$ cat config.mk
export PLATFORM = sky130hd
export DESIGN_NAME = alu_md_unit
export DESIGN_NICKNAME = d
export VERILOG_FILES = /design/src/rtl/alu_pkg.sv /design/src/rtl/alu_op_decode.sv /design/src/rtl/alu_md_unit.sv
export SDC_FILE = /design/constraint.sdc
export NUM_CORES = 2
export LEC_CHECK = 0
export ABC_AREA = 1
export CELL_PAD_IN_SITES_DETAIL_PLACEMENT = 0
export CELL_PAD_IN_SITES_GLOBAL_PLACEMENT = 1
export CORE_MARGIN = 1.5
export CORE_UTILIZATION = 39
export CTS_CLUSTER_DIAMETER = 120
export DETAILED_ROUTE_END_ITERATION = 8
export PLACE_DENSITY_LB_ADDON = 0.1
export SLEW_MARGIN = 15
export SYNTH_ARGS = -nofsm -noshare
export SYNTH_HDL_FRONTEND = slang
export SYNTH_HIERARCHICAL = 1
export SYNTH_SLANG_ARGS = --single-unit
export TNS_END_PERCENT = 50
$ cat constraint.sdc
create_clock -name clk -period 8.6 [get_ports clk]
set_clock_uncertainty 0.1 [all_clocks]
set_input_delay 2.58 -clock clk [delete_from_list [all_inputs] [get_ports clk]]
set_output_delay 2.58 -clock clk [all_outputs]
set_load 0.005 [all_outputs]
$ cat src/rtl/alu_pkg.sv
// Shared constants and types for the EX-stage ALU with iterative multiply/divide.
package alu_pkg;

  // 4-bit control codes driving the single-cycle datapath
  localparam logic [3:0] CTL_ADD  = 4'b0000;
  localparam logic [3:0] CTL_SUB  = 4'b0001;
  localparam logic [3:0] CTL_AND  = 4'b0010;
  localparam logic [3:0] CTL_OR   = 4'b0011;
  localparam logic [3:0] CTL_XOR  = 4'b0100;
  localparam logic [3:0] CTL_NOR  = 4'b0101;
  localparam logic [3:0] CTL_SLL  = 4'b0110;
  localparam logic [3:0] CTL_SLT  = 4'b0111;
  localparam logic [3:0] CTL_MUL  = 4'b1000;
  localparam logic [3:0] CTL_DIV  = 4'b1001;
  localparam logic [3:0] CTL_MFHI = 4'b1010;
  localparam logic [3:0] CTL_MFLO = 4'b1011;

  localparam logic [5:0] FN_ADD   = 6'd0;
  localparam logic [5:0] FN_SUB   = 6'd1;
  localparam logic [5:0] FN_NOR   = 6'd2;
  localparam logic [5:0] FN_SLL   = 6'd3;
  localparam logic [5:0] FN_SLT   = 6'd4;
  localparam logic [5:0] FN_OR    = 6'd5;
  localparam logic [5:0] FN_XOR   = 6'd6;
  localparam logic [5:0] FN_AND   = 6'd7;
  localparam logic [5:0] FN_MULT  = 6'd8;
  localparam logic [5:0] FN_MULTU = 6'd9;
  localparam logic [5:0] FN_DIV   = 6'd10;
  localparam logic [5:0] FN_DIVU  = 6'd11;
  localparam logic [5:0] FN_MFHI  = 6'd12;
  localparam logic [5:0] FN_MFLO  = 6'd13;

  localparam logic [2:0] AOP_RTYPE = 3'b000;
  localparam logic [2:0] AOP_SUB   = 3'b001;
  localparam logic [2:0] AOP_SLT   = 3'b010;

  localparam logic [1:0] ST_IDLE = 2'd0;
  localparam logic [1:0] ST_MUL  = 2'd1;
  localparam logic [1:0] ST_DIV  = 2'd2;
  localparam logic [1:0] ST_FIX  = 2'd3;

  typedef enum logic [1:0] {
    CLS_SINGLE = 2'd0,
    CLS_MUL    = 2'd1,
    CLS_DIV    = 2'd2
  } op_class_t;

endpackage

$ cat src/rtl/alu_op_decode.sv
// Combinational decode of main-control op class and R-type function field.
module alu_op_decode
  import alu_pkg::*;
(
  input  logic [2:0] alu_op,
  input  logic [5:0] funct,
  output logic [3:0] ctl,
  output op_class_t  op_class,
  output logic       is_signed
);

  always_comb begin
    ctl       = CTL_ADD;
    op_class  = CLS_SINGLE;
    is_signed = 1'b0;
    case (alu_op)
      AOP_RTYPE: begin
        case (funct)
          FN_ADD:   ctl = CTL_ADD;
          FN_SUB:   ctl = CTL_SUB;
          FN_NOR:   ctl = CTL_NOR;
          FN_SLL:   ctl = CTL_SLL;
          FN_SLT:   ctl = CTL_SLT;
          FN_OR:    ctl = CTL_OR;
          FN_XOR:   ctl = CTL_XOR;
          FN_AND:   ctl = CTL_AND;
          FN_MULT:  begin ctl = CTL_MUL; op_class = CLS_MUL; is_signed = 1'b1; end
          FN_MULTU: begin ctl = CTL_MUL; op_class = CLS_MUL; end
          FN_DIV:   begin ctl = CTL_DIV; op_class = CLS_DIV; is_signed = 1'b1; end
          FN_DIVU:  begin ctl = CTL_DIV; op_class = CLS_DIV; end
          FN_MFHI:  ctl = CTL_MFHI;
          FN_MFLO:  ctl = CTL_MFLO;
          default:  ctl = CTL_AND;
        endcase
      end
      AOP_SUB: ctl = CTL_SUB;
      AOP_SLT: ctl = CTL_SLT;
      default: ctl = CTL_ADD;
    endcase
  end

endmodule

$ cat src/rtl/alu_md_unit.sv
// EX-stage ALU with registered result, valid/ready handshake and a
// bit-serial multiply/divide engine that owns the HI/LO registers.
module alu_md_unit
  import alu_pkg::*;
#(
  parameter int WIDTH = 32,
  parameter int CNT_W = $clog2(WIDTH) + 1
) (
  input  logic             clk,
  input  logic             rst,
  input  logic             InValid,
  output logic             InReady,
  input  logic [2:0]       AluOp,
  input  logic [5:0]       Function,
  input  logic [WIDTH-1:0] A,
  input  logic [WIDTH-1:0] B,
  output logic             OutValid,
  input  logic             OutReady,
  output logic [WIDTH-1:0] Result,
  output logic             Zero,
  output logic             Overflow,
  output logic             Busy,
  output logic [WIDTH-1:0] Hi,
  output logic [WIDTH-1:0] Lo
);

  logic [1:0]           state_reg;
  logic [CNT_W-1:0]     cnt_reg;
  logic [2*WIDTH-1:0]   work_reg;
  logic [WIDTH-1:0]     opnd_reg;
  logic [WIDTH-1:0]     raw_a_reg;
  logic                 neg_res_reg, sign_a_reg, div0_reg, is_div_reg;
  logic                 out_valid_reg, zero_reg, ovf_reg;
  logic [WIDTH-1:0]     result_reg, hi_reg, lo_reg;

  logic [3:0]           ctl;
  op_class_t            op_class;
  logic                 is_signed;
  logic                 accept;

  alu_op_decode u_decode (
    .alu_op    (AluOp),
    .funct     (Function),
    .ctl       (ctl),
    .op_class  (op_class),
    .is_signed (is_signed)
  );

  assign OutValid = out_valid_reg;
  assign Result   = result_reg;
  assign Zero     = zero_reg;
  assign Overflow = ovf_reg;
  assign Hi       = hi_reg;
  assign Lo       = lo_reg;
  assign Busy     = (state_reg != ST_IDLE);
  assign InReady  = (state_reg == ST_IDLE) && !rst && (!out_valid_reg || OutReady);
  assign accept   = InValid && InReady;

  // Single-cycle datapath
  logic [WIDTH-1:0] sum, diff, alu_res;
  logic             alu_ovf;

  always_comb begin
    sum     = A + B;
    diff    = A - B;
    alu_res = '0;
    alu_ovf = 1'b0;
    case (ctl)
      CTL_ADD: begin
        alu_res = sum;
        alu_ovf = (A[WIDTH-1] == B[WIDTH-1]) && (sum[WIDTH-1] != A[WIDTH-1]);
      end
      CTL_SUB: begin
        alu_res = diff;
        alu_ovf = (A[WIDTH-1] != B[WIDTH-1]) && (diff[WIDTH-1] != A[WIDTH-1]);
      end
      CTL_AND:  alu_res = A & B;
      CTL_OR:   alu_res = A | B;
      CTL_XOR:  alu_res = A ^ B;
      CTL_NOR:  alu_res = ~(A | B);
      CTL_SLL:  alu_res = A << B[CNT_W-2:0];
      CTL_SLT:  alu_res = {{(WIDTH-1){1'b0}}, ($signed(A) < $signed(B))};
      CTL_MFHI: alu_res = hi_reg;
      CTL_MFLO: alu_res = lo_reg;
      default:  alu_res = '0;
    endcase
  end

  logic [WIDTH-1:0] mag_a, mag_b;
  assign mag_a = (is_signed && A[WIDTH-1]) ? -A : A;
  assign mag_b = (is_signed && B[WIDTH-1]) ? -B : B;

  // work_reg holds {accumulator, multiplier} for MUL and {remainder, dividend/quotient} for DIV
  logic [WIDTH:0]       mul_sum;
  logic [2*WIDTH-1:0]   mul_next, div_next;
  logic [WIDTH+1:0]     div_trial;

  always_comb begin
    mul_sum   = {1'b0, work_reg[2*WIDTH-1:WIDTH]} + (work_reg[0] ? {1'b0, opnd_reg} : '0);
    mul_next  = {mul_sum, work_reg[WIDTH-1:1]};
    div_trial = {1'b0, work_reg[2*WIDTH-1:WIDTH-1]} - {2'b00, opnd_reg};
    if (div_trial[WIDTH+1])
      div_next = {work_reg[2*WIDTH-2:0], 1'b0};
    else
      div_next = {div_trial[WIDTH-1:0], work_reg[WIDTH-2:0], 1'b1};
  end

  logic [2*WIDTH-1:0] prod_fix;
  logic [WIDTH-1:0]   quo, rem, fix_hi, fix_lo;

  always_comb begin
    prod_fix = neg_res_reg ? -work_reg : work_reg;
    quo      = work_reg[WIDTH-1:0];
    rem      = work_reg[2*WIDTH-1:WIDTH];
    fix_hi   = prod_fix[2*WIDTH-1:WIDTH];
    fix_lo   = prod_fix[WIDTH-1:0];
    if (is_div_reg) begin
      if (div0_reg) begin
        fix_hi = raw_a_reg;
        fix_lo = '1;
      end else begin
        fix_hi = sign_a_reg  ? -rem : rem;
        fix_lo = neg_res_reg ? -quo : quo;
      end
    end
  end

  always_ff @(posedge clk or posedge rst) begin
    if (rst) begin
      state_reg     <= ST_IDLE;
      cnt_reg       <= '0;
      work_reg      <= '0;
      opnd_reg      <= '0;
      raw_a_reg     <= '0;
      neg_res_reg   <= 1'b0;
      sign_a_reg    <= 1'b0;
      div0_reg      <= 1'b0;
      is_div_reg    <= 1'b0;
      out_valid_reg <= 1'b0;
      result_reg    <= '0;
      zero_reg      <= 1'b0;
      ovf_reg       <= 1'b0;
      hi_reg        <= '0;
      lo_reg        <= '0;
    end else begin
      if (out_valid_reg && OutReady)
        out_valid_reg <= 1'b0;
      case (state_reg)
        ST_IDLE: begin
          if (accept) begin
            if (op_class == CLS_SINGLE) begin
              out_valid_reg <= 1'b1;
              result_reg    <= alu_res;
              zero_reg      <= (alu_res == '0);
              ovf_reg       <= alu_ovf;
            end else begin
              state_reg   <= (op_class == CLS_MUL) ? ST_MUL : ST_DIV;
              cnt_reg     <= CNT_W'(WIDTH);
              is_div_reg  <= (op_class == CLS_DIV);
              opnd_reg    <= (op_class == CLS_MUL) ? mag_a : mag_b;
              work_reg    <= (op_class == CLS_MUL) ? {{WIDTH{1'b0}}, mag_b}
                                                   : {{WIDTH{1'b0}}, mag_a};
              neg_res_reg <= is_signed && (A[WIDTH-1] ^ B[WIDTH-1]);
              sign_a_reg  <= is_signed && A[WIDTH-1];
              div0_reg    <= (B == '0);
              raw_a_reg   <= A;
            end
          end
        end
        ST_MUL, ST_DIV: begin
          work_reg <= (state_reg == ST_MUL) ? mul_next : div_next;
          cnt_reg  <= cnt_reg - CNT_W'(1);
          if (cnt_reg == CNT_W'(1))
            state_reg <= ST_FIX;
        end
        default: begin
          hi_reg        <= fix_hi;
          lo_reg        <= fix_lo;
          result_reg    <= fix_lo;
          zero_reg      <= (fix_lo == '0);
          ovf_reg       <= 1'b0;
          out_valid_reg <= 1'b1;
          state_reg     <= ST_IDLE;
        end
      endcase
    end
  end

endmodule
=== Word level (Yosys, flattened, before mapping) ===
Index checks and enable logic that the tools add are counted.

* Equal/unequal tests: 36
* Magnitude comparators: 1
* $add $sub $neg: 10
* Shift operators: 1
* Reductions and logical operators: 31
* Bitwise operators: 7
* Mux-type cells: 46

{| class="wikitable"
|+ Operators by type and width
! operator !! number
|-
| 32-bit 2-to-1 mux || 13
|-
| 64-bit 2-to-1 mux || 5
|-
| 32-bit case mux with 10 select lines || 1
|-
| 32-bit negator || 4
|-
| 64-bit case mux with 2 select lines || 1
|-
| 32-bit logical NOT || 3
|-
| 64-bit negator || 1
|-
| 32-bit case mux with 2 select lines || 1
|-
| 4-bit case mux with 11 select lines || 1
|-
| 6-bit by 4-bit equality test with 1-bit output, second input constant || 6
|-
| 33-bit by 32-bit subtractor with 34-bit output || 1
|-
| 32-bit by 32-bit adder with 33-bit output || 1
|-
| 32-bit adder || 1
|-
| 32-bit AND || 1
|-
| 32-bit less-than comparator || 1
|-
| 32-bit inverter || 1
|-
| 32-bit OR || 1
|-
| 32-bit by 5-bit << shifter with 32-bit output || 1
|-
| 32-bit subtractor || 1
|-
| 32-bit bitwise XOR || 1
|-
| 6-bit by 3-bit equality test with 1-bit output, second input constant || 3
|-
| 4-bit by 3-bit equality test with 1-bit output, second input constant || 4
|-
| 6-bit by 1-bit equality test with 1-bit output, second input constant || 2
|-
| 6-bit by 2-bit equality test with 1-bit output, second input constant || 2
|-
| 32 further kinds || 75
|}

* Output and inout port bits: 101
* Logic and storage cells: 147
* Input port bits: 77
* Register bits after elaboration: 239

=== Logic depth before layout (Yosys ltp) ===
* Depth after elaboration: 10
* Mapped depth: 25
* Mapped depth without buffers: 24

=== Cells and area by module ===
The synthesis kept the hierarchy.

{| class="wikitable"
|+ Modules (own cells, without submodules)
! module !! cells each !! area an instance (µm²) !! times used !! seq. area each (µm²)
|-
| alu_md_unit || 4,805 || 28,359.7 || 1 || 5,980.7
|-
| alu_op_decode || 53 || 229.0 || 1 || 0.0
|}

=== Least setup slack after synthesis ===
No wires, ideal clock.

* Kind: in2out
* Start: in OutReady
* End: out InReady
* Path buffers: 0
* Required time: 5,920 ps
* Arrival time: 2,780 ps
* Stages: 2
* Path slack: 3,140 ps
* Cell sequence: nor2_1 -> nor3_2

* Longest elaborated chain between the ends: 2

{| class="wikitable"
|+ Ends and longest elaborated chain
! what !! RTL line !! source
|-
| from (decl) || alu_md_unit.sv:18 || <nowiki>input logic OutReady,</nowiki>
|-
| 1-bit logical OR || alu_md_unit.sv:56 || <nowiki>assign InReady = (state_reg == ST_IDLE) && !rst && (!out_valid_reg || OutReady);</nowiki>
|-
| 1-bit logical AND || alu_md_unit.sv:56 ||
|-
| to (decl) || alu_md_unit.sv:12 || <nowiki>output logic InReady,</nowiki>
|}

Every way passes these cells.

=== Final worst setup path ===
* Start: in B[4]
* End: reg zero_reg, in the netlist Zero

* Longest elaborated chain between the ends: 7
* Elaborated cells on any way between the ends: 13
* Classes of those cells: 2 x add/sub; 1 x order compare; 1 x shift; 4 x mux; 4 x bitwise; 1 x reduce/logical

{| class="wikitable"
|+ Ends and longest elaborated chain
! what !! RTL line !! source
|-
| from (decl) || alu_md_unit.sv:16 || <nowiki>input logic [WIDTH-1:0] B,</nowiki>
|-
| branches (longest 2 deep; another with 32-bit subtractor) || - ||
|-
| 32-bit case mux with 10 select lines (*) || alu_md_unit.sv:68 || <nowiki>case (ctl)</nowiki>
|-
| 32-bit logical NOT (*) || alu_md_unit.sv:154 || <nowiki>zero_reg <= (alu_res == '0);</nowiki>
|-
| 1-bit 2-to-1 mux (*) || alu_md_unit.sv:151 || <nowiki>if (op_class == CLS_SINGLE) begin</nowiki>
|-
| 1-bit 2-to-1 mux (*) || alu_md_unit.sv:150 || <nowiki>if (accept) begin</nowiki>
|-
| 1-bit case mux with 2 select lines (*) || alu_md_unit.sv:148 || <nowiki>case (state_reg)</nowiki>
|-
| to (signal assigned) || alu_md_unit.sv:154 ||
|-
| to (signal assigned) || alu_md_unit.sv:180 || <nowiki>zero_reg <= (fix_lo == '0);</nowiki>
|-
| to (decl) || alu_md_unit.sv:33 || <nowiki>logic out_valid_reg, zero_reg, ovf_reg;</nowiki>
|}

Mark *: on every way between the ends. The select of a mux whose other input is x is not followed.
A chain may end at the register's enable or synchronous reset.

==> results.py <==
metrics = {
    "placed_design": {
        "place_hpwl_um": 136200,
        "gpl.final_weighted_congestion": 1.079,
        "port_buffers": 177,
    },
    "clock_network": {
        "cts_buffer_depth": 3,
        "cts-buffers-inserted": 30,
        "cts-hold-fix-buffers": 0,
        "postCtsResizedCells": 0,
        "cts.sinks": 239,
        "worst_setup_hold_path_clk_slew_ns": 0.06,
        "clock_tree_from_tritoncts": "built",
        "insertion_delay_ns": 0.59,
        "root_buffer": "sky130_fd_sc_hd__clkbuf_16",
        "postCtsSetupRepairBufs": 0,
        "htreeDepth": 1,
    },
    "final_layout": {
        "syn2layout_area_growth_pct": 12.18,
        "n_fill_cell": 8038,
        "largest_register_ffs": 64,
        "finish.net_count": 5178,
        "drive_above_1_share_pct": 3.943,
        "most-common-layout-cells": "sky130_fd_sc_hd__nand2_1 (1271), sky130_fd_sc_hd__inv_1 (617), sky130_fd_sc_hd__nor2_1 (543), sky130_fd_sc_hd__nand3_1 (516), sky130_fd_sc_hd__o21ai_0 (367)",
        "layout.cells.most_common": "sky130_fd_sc_hd__nand2_1",
    },
    "setup_path": {
        "rr_worst_depth": 9,
        "timing.critical_path.fanout_max": 9,
        "critical_path.cell_chain": "clkdlybuf4s50_1, clkinv_1, ha_1, inv_1, nand2_1, nand2_1, inv_1, nand3_1, nand2_1, nand3_1, nand3_1, nand4_1, nor2_1, nand2_1, nor2_1, nand3_1, nor2_1, nand2_1, a21oi_2",
        "path_common_cell": "sky130_fd_sc_hd__nand2_1",
        "worst_path_max_delay_cell": "sky130_fd_sc_hd__clkdlybuf4s50_1",
        "cp-start-kind": "primary input",
        "worstReg2RegStart": "work_reg[59]$_DFFE_PP0P_",
        "timing.critical_path.slowest_cell_delay_ns": 0.82,
        "cp_data_arrival_time_ns": 7.22,
        "path_buf_inv": 4,
        "critical_path.reg2reg.endpoint": "work_reg[54]$_DFFE_PP0P_",
        "crit_required_ns": 9.02,
        "critPathCaptureType": "register",
        "cp_top_family": "simple AND/OR/NAND/NOR gates",
        "r2r_slack_ns": 4.53,
        "setup.worst_path.class": "primary input to register",
    },
    "grt": {
        "initial_antenna_violation_count": 7,
        "number_of_global_route_vias_before_repair": 32150,
        "overall_fraction_of_global_route_tracks_in_use_pct": 43.42,
        "grt_overflow_total": 0,
        "grt_pass1_wl_um": 235100,
        "grt_start_max_net_pins": 130,
    },
    "logic_synthesis": {
        "synth_area_leaders": "sky130_fd_sc_hd__dfrtp_1 (21%), sky130_fd_sc_hd__nand2_1 (17%), sky130_fd_sc_hd__nand3_1 (9.0%)",
        "synth-edff-count": 0,
        "synthesis.nets": 5113,
        "synth.ff_latch_count": 239,
        "share_of_synthesized_area_occupied_by_flip_flops_and_latches_pct": 20.92,
        "synth_async_sr_flop_share_pct": 100.0,
        "mappedNetlistArea_sq_um": 28590,
        "yosysWarnings": 6,
        "synth_top_cell_by_area": "sky130_fd_sc_hd__dfrtp_1",
        "netlist.area_leader.share_pct": 20.92,
        "postSynthAreaPerCell_sq_um": 5.885,
        "netlist-cell-type-count": 61,
        "synthesis.instances": 4858,
        "synth_top_flop_cell": "sky130_fd_sc_hd__dfrtp_1",
    },
    "floorplanning": {
        "design.portCount": 178,
        "core_sq_um": 72710,
        "floorplan.die_area_sq_um": 74940,
        "row_count": 99,
        "die_height_um": 273.7,
        "starting_density_pct": 39.32,
        "die_x_um": 273.7,
    },
    "drt": {
        "antenna_left": 0,
        "drt-total-wl_um": 167000,
        "count_of_routing_violations_after_the_opening_detailed_route_iteration": 4782,
        "avgRoutedWirePerCell_um": 28.28,
        "viasPerCell": 5.978,
        "total_drc_errors_in_the_routed_layout": 0,
        "routed-via-count": 35300,
        "pre_antenna_drt_iters": 8,
    },
    "sta": {
        "worst-slew-pin-transition_ns": 1.163,
        "timing.final.hold_violations": 0,
        "timing.slew.headroom_pct": 22.37,
        "timing.final.max_slew_violations": 0,
        "finalSetupViolCount": 0,
        "timing.setup.tns_ns": 0,
        "period_utilization_pct": 79.00,
        "final.min_clock_period_ns": 6.794,
        "max_freq_ghz": 0.1472,
        "grt_setup_unrepaired": "false",
    },
    "power_and_ir_drop": {
        "maximum_vdd_drop_uv": 466.7,
        "power_leakage_nw": 15.68,
        "p_per_area_nw_per_um2": 277.8,
        "total_power_mw": 8.910,
    },
    "hold_path": {
        "min_to": "raw_a_reg[7]$_DFFE_PP0P_",
        "number_of_cells_on_the_worst_hold_path": 2,
        "holdCritPathClass": "register to register",
        "launch_point_of_the_worst_hold_path": "raw_a_reg[7]$_DFFE_PP0P_",
    },
    "run": {
        "maximum_capacitance_violations": 0,
    },
    "outcome": {
        "status": "finished, final reports clean",
    },
}
-- stage by stage --
stage | std cells | hold slack (ns) | util, % | area, sq um | setup WS, ns
final | 5905 | 0.3874 | 44.11 | 32070 | 1.806
after global routing | 5904 | 0.4069 | 44.10 | 32070 | 1.706
after CTS | 5904 | 0.3854 | 44.10 | 32070 | 1.952
after detailed placement | 5850 | 0.3731 | 42.81 | 31130 | 1.353
after global placement | 5850 | 0.3685 | 42.81 | 31130 | 1.398
after floorplan | 4858 | 0.3478 | - | 28590 | 2.786
-- final cells by class --
cell class | instances | area, sq um | share of cell area (%)
diodes | 1 | 2.502 | 0.007803
clock buffers | 43 | 850.8 | 2.653
clock inverters | 11 | 90.09 | 0.2809
inverters | 647 | 2435 | 7.592
multi-input cells | 3772 | 19310 | 60.20
flip-flops and latches | 239 | 5982 | 18.65
well taps | 959 | 1200 | 3.741
repair buffers | 233 | 2205 | 6.874
-- cell families (layout without fill, tap and decap cells) --
family	count (synthesis)	in the layout	share of synthesized area, %
AOI/OAI and AO/OA	966	966	19.03
other	0	1	0
DFF	239	239	20.92
and+or+nand+nor	2537	2537	37.68
xor gates and xnor gates	91	91	2.788
buffers and inverters	847	934	11.69
adders and majority gates	178	178	7.895
-- worst max-delay path by stage --
stage	start	endpoint	slack, ns	cells after the start
after floorplan	rst	Hi[0]$_DFFE_PP0N_	2.79	1
after global placement	B[4]	Zero$_DFFE_PP0P_	1.40	19
after detailed placement	B[4]	Zero$_DFFE_PP0P_	1.35	19
after CTS	B[4]	Zero$_DFFE_PP0P_	1.95	19
after global routing	B[4]	Zero$_DFFE_PP0P_	1.71	19
final	B[4]	Zero$_DFFE_PP0P_	1.81	19
-- per-layer routing --
metal / routed length [um] / global-route usage, % / up-vias
met5: 85 / 0 / -
met2: 69240 / 63.94 / 2154
met4: 9865 / 21.55 / 12
met1: 69290 / 58.97 / 16650
met3: 18520 / 10.25 / 418
li1: - / - / 16060
-- power breakdown --
group	switching, mW	leakage (nW)	total (mW)	internal (mW)
logic	3.66	12.5	5.40	1.75
clock network	0.544	0.470	1.26	0.714
registers	0.705	2.73	2.25	1.54
-- cell usage after synthesis (24+ instances only) --
cell type / instances
sky130_fd_sc_hd__a21oi_1: 306
sky130_fd_sc_hd__a22oi_1: 24
sky130_fd_sc_hd__a31oi_1: 50
sky130_fd_sc_hd__buf_2: 65
sky130_fd_sc_hd__clkbuf_1: 103
sky130_fd_sc_hd__dfrtp_1: 239
sky130_fd_sc_hd__ha_1: 174
sky130_fd_sc_hd__inv_1: 619
sky130_fd_sc_hd__nand2_1: 1271
sky130_fd_sc_hd__nand3_1: 516
sky130_fd_sc_hd__nand4_1: 68
sky130_fd_sc_hd__nor2_1: 546
sky130_fd_sc_hd__nor3_1: 44
sky130_fd_sc_hd__o211ai_1: 66
sky130_fd_sc_hd__o21ai_0: 367
sky130_fd_sc_hd__o21ai_1: 28
sky130_fd_sc_hd__o22ai_1: 39
sky130_fd_sc_hd__xor2_1: 78
-- worst reg2reg max path: cells and delay by family, from the launching register on --
family / cells / cell delay (ns)
and+or+nand+nor: 4 / 1.40
adders and majority gates: 1 / 0.39
DFF: 1 / 0.69
AOI/OAI and AO/OA: 4 / 1.33
Power figures use the tool's default switching activity.
==> edit: new RTL, same settings <==
Make the reset (`rst`) synchronous in one clocked block.
--- a/src/rtl/alu_md_unit.sv
+++ b/src/rtl/alu_md_unit.sv
@@ -127,3 +127,3 @@
 
-  always_ff @(posedge clk or posedge rst) begin
+  always_ff @(posedge clk) begin
     if (rst) begin
Check against the original RTL: differs if rst is asserted again (counterexample within 4 cycles, from zero or initial values and one cycle with rst high); with rst held inactive, the same outputs for 4 cycles.
==> edit against the original RTL <==
Die area about the same; routed wire length decreased by 1.1%; setup slack got worse by 170 ps; global-route usage decreased by 0.64 points; sequential cell count unchanged; critical path depth decreased by 2; synthesized area about the same; cell area decreased by 0.20%; first-iteration DRC count increased by 19%; critical path type unchanged; largest cell class unchanged.
Power is not compared: it rests on default switching activity, and its combinational part moved more than twofold at a synthesized area within 25%.
==> edit: results (changes against the original RTL) <==
adder-cell share of the synthesized area=0.07900 (was 0.07895); Final clock-cell share=0.03120 (was 0.02934); Layout non-clock buf frac=0.07084 (was 0.06874); hpwl dp=133.7 mm (was 136.2 mm); initial antenna violation count=13 (was 7); RD Place Congestion=1.091 (was 1.079); vias in the first global route=32420 (was 32150); drt total wl=165.2 mm (was 167.0 mm); Layout fillers=8239 (was 8038); wl on met1=72.31 mm (was 69.29 mm); DR pass1 iterations=7 (was 8); Logic inverters=663 (was 647); Worst Reg-to-Reg Cells=14 (was 9); largest fanout on the critical path=35 (was 9); GRT Resource Usage Total=0.4278 (was 0.4342); sequential share of cell area=0.1496 (was 0.1865); pin count of the biggest net entering global routing=89 (was 130); comb_multi_in=3912 (was 3772); DR iter-0 viols=5683 (was 4782); status=finished clean (unchanged); Post-Synth XOR/XNOR Area=0.03065 (was 0.02788); routed wl met2=63.17 mm (was 69.24 mm); ys async rst share=0 (was 1.000); Synth Area in Compound Gates=0.2251 (was 0.1903); CP arrival=7420 ps (was 7220 ps); met3 Resource Use GR=0.1174 (was 0.1025); worst stage delay on the critical path=620 ps (was 820 ps); fraction of area in multi-input gates=0.6329 (was 0.6020); worst skew pair latency=620 ps (was 590 ps)
## edit: cell count changes in the layout (fill, tap and decap cells not counted), sizes merged, moves of 26 or more
cell and change:
dfrtp -239, dfxtp +239, a21oi +118, nand2 -59
o211ai +37, nor2 -32, nand3 +26
## edit: metrics by stage
step | setup slack (ps) | cells | cell area [um2] | power, W
2_1_floorplan | 3001 | 5046 | 28570 | 0.002268
3_3_place_gp | 1431 | 6017 | 31000 | 0.003035
3_5_place_dp | 1344 | 6017 | 31000 | 0.003020
4_1_cts | 1972 | 6071 | 32000 | 0.004318
5_1_grt | 1662 | 6071 | 32000 | 0.004570
6_report | 1637 | 6073 | 32010 | 0.004420
## edit: path summary, 6_finish.rpt
path                              startpoint          end  slack [ps]
worst min register to register     Result[2]    Result[2]         370
worst min-delay path               Result[2]    Result[2]         370
worst max register to register  state_reg[0]  work_reg[0]        4910
worst max-delay path             Function[3]         Zero        1640
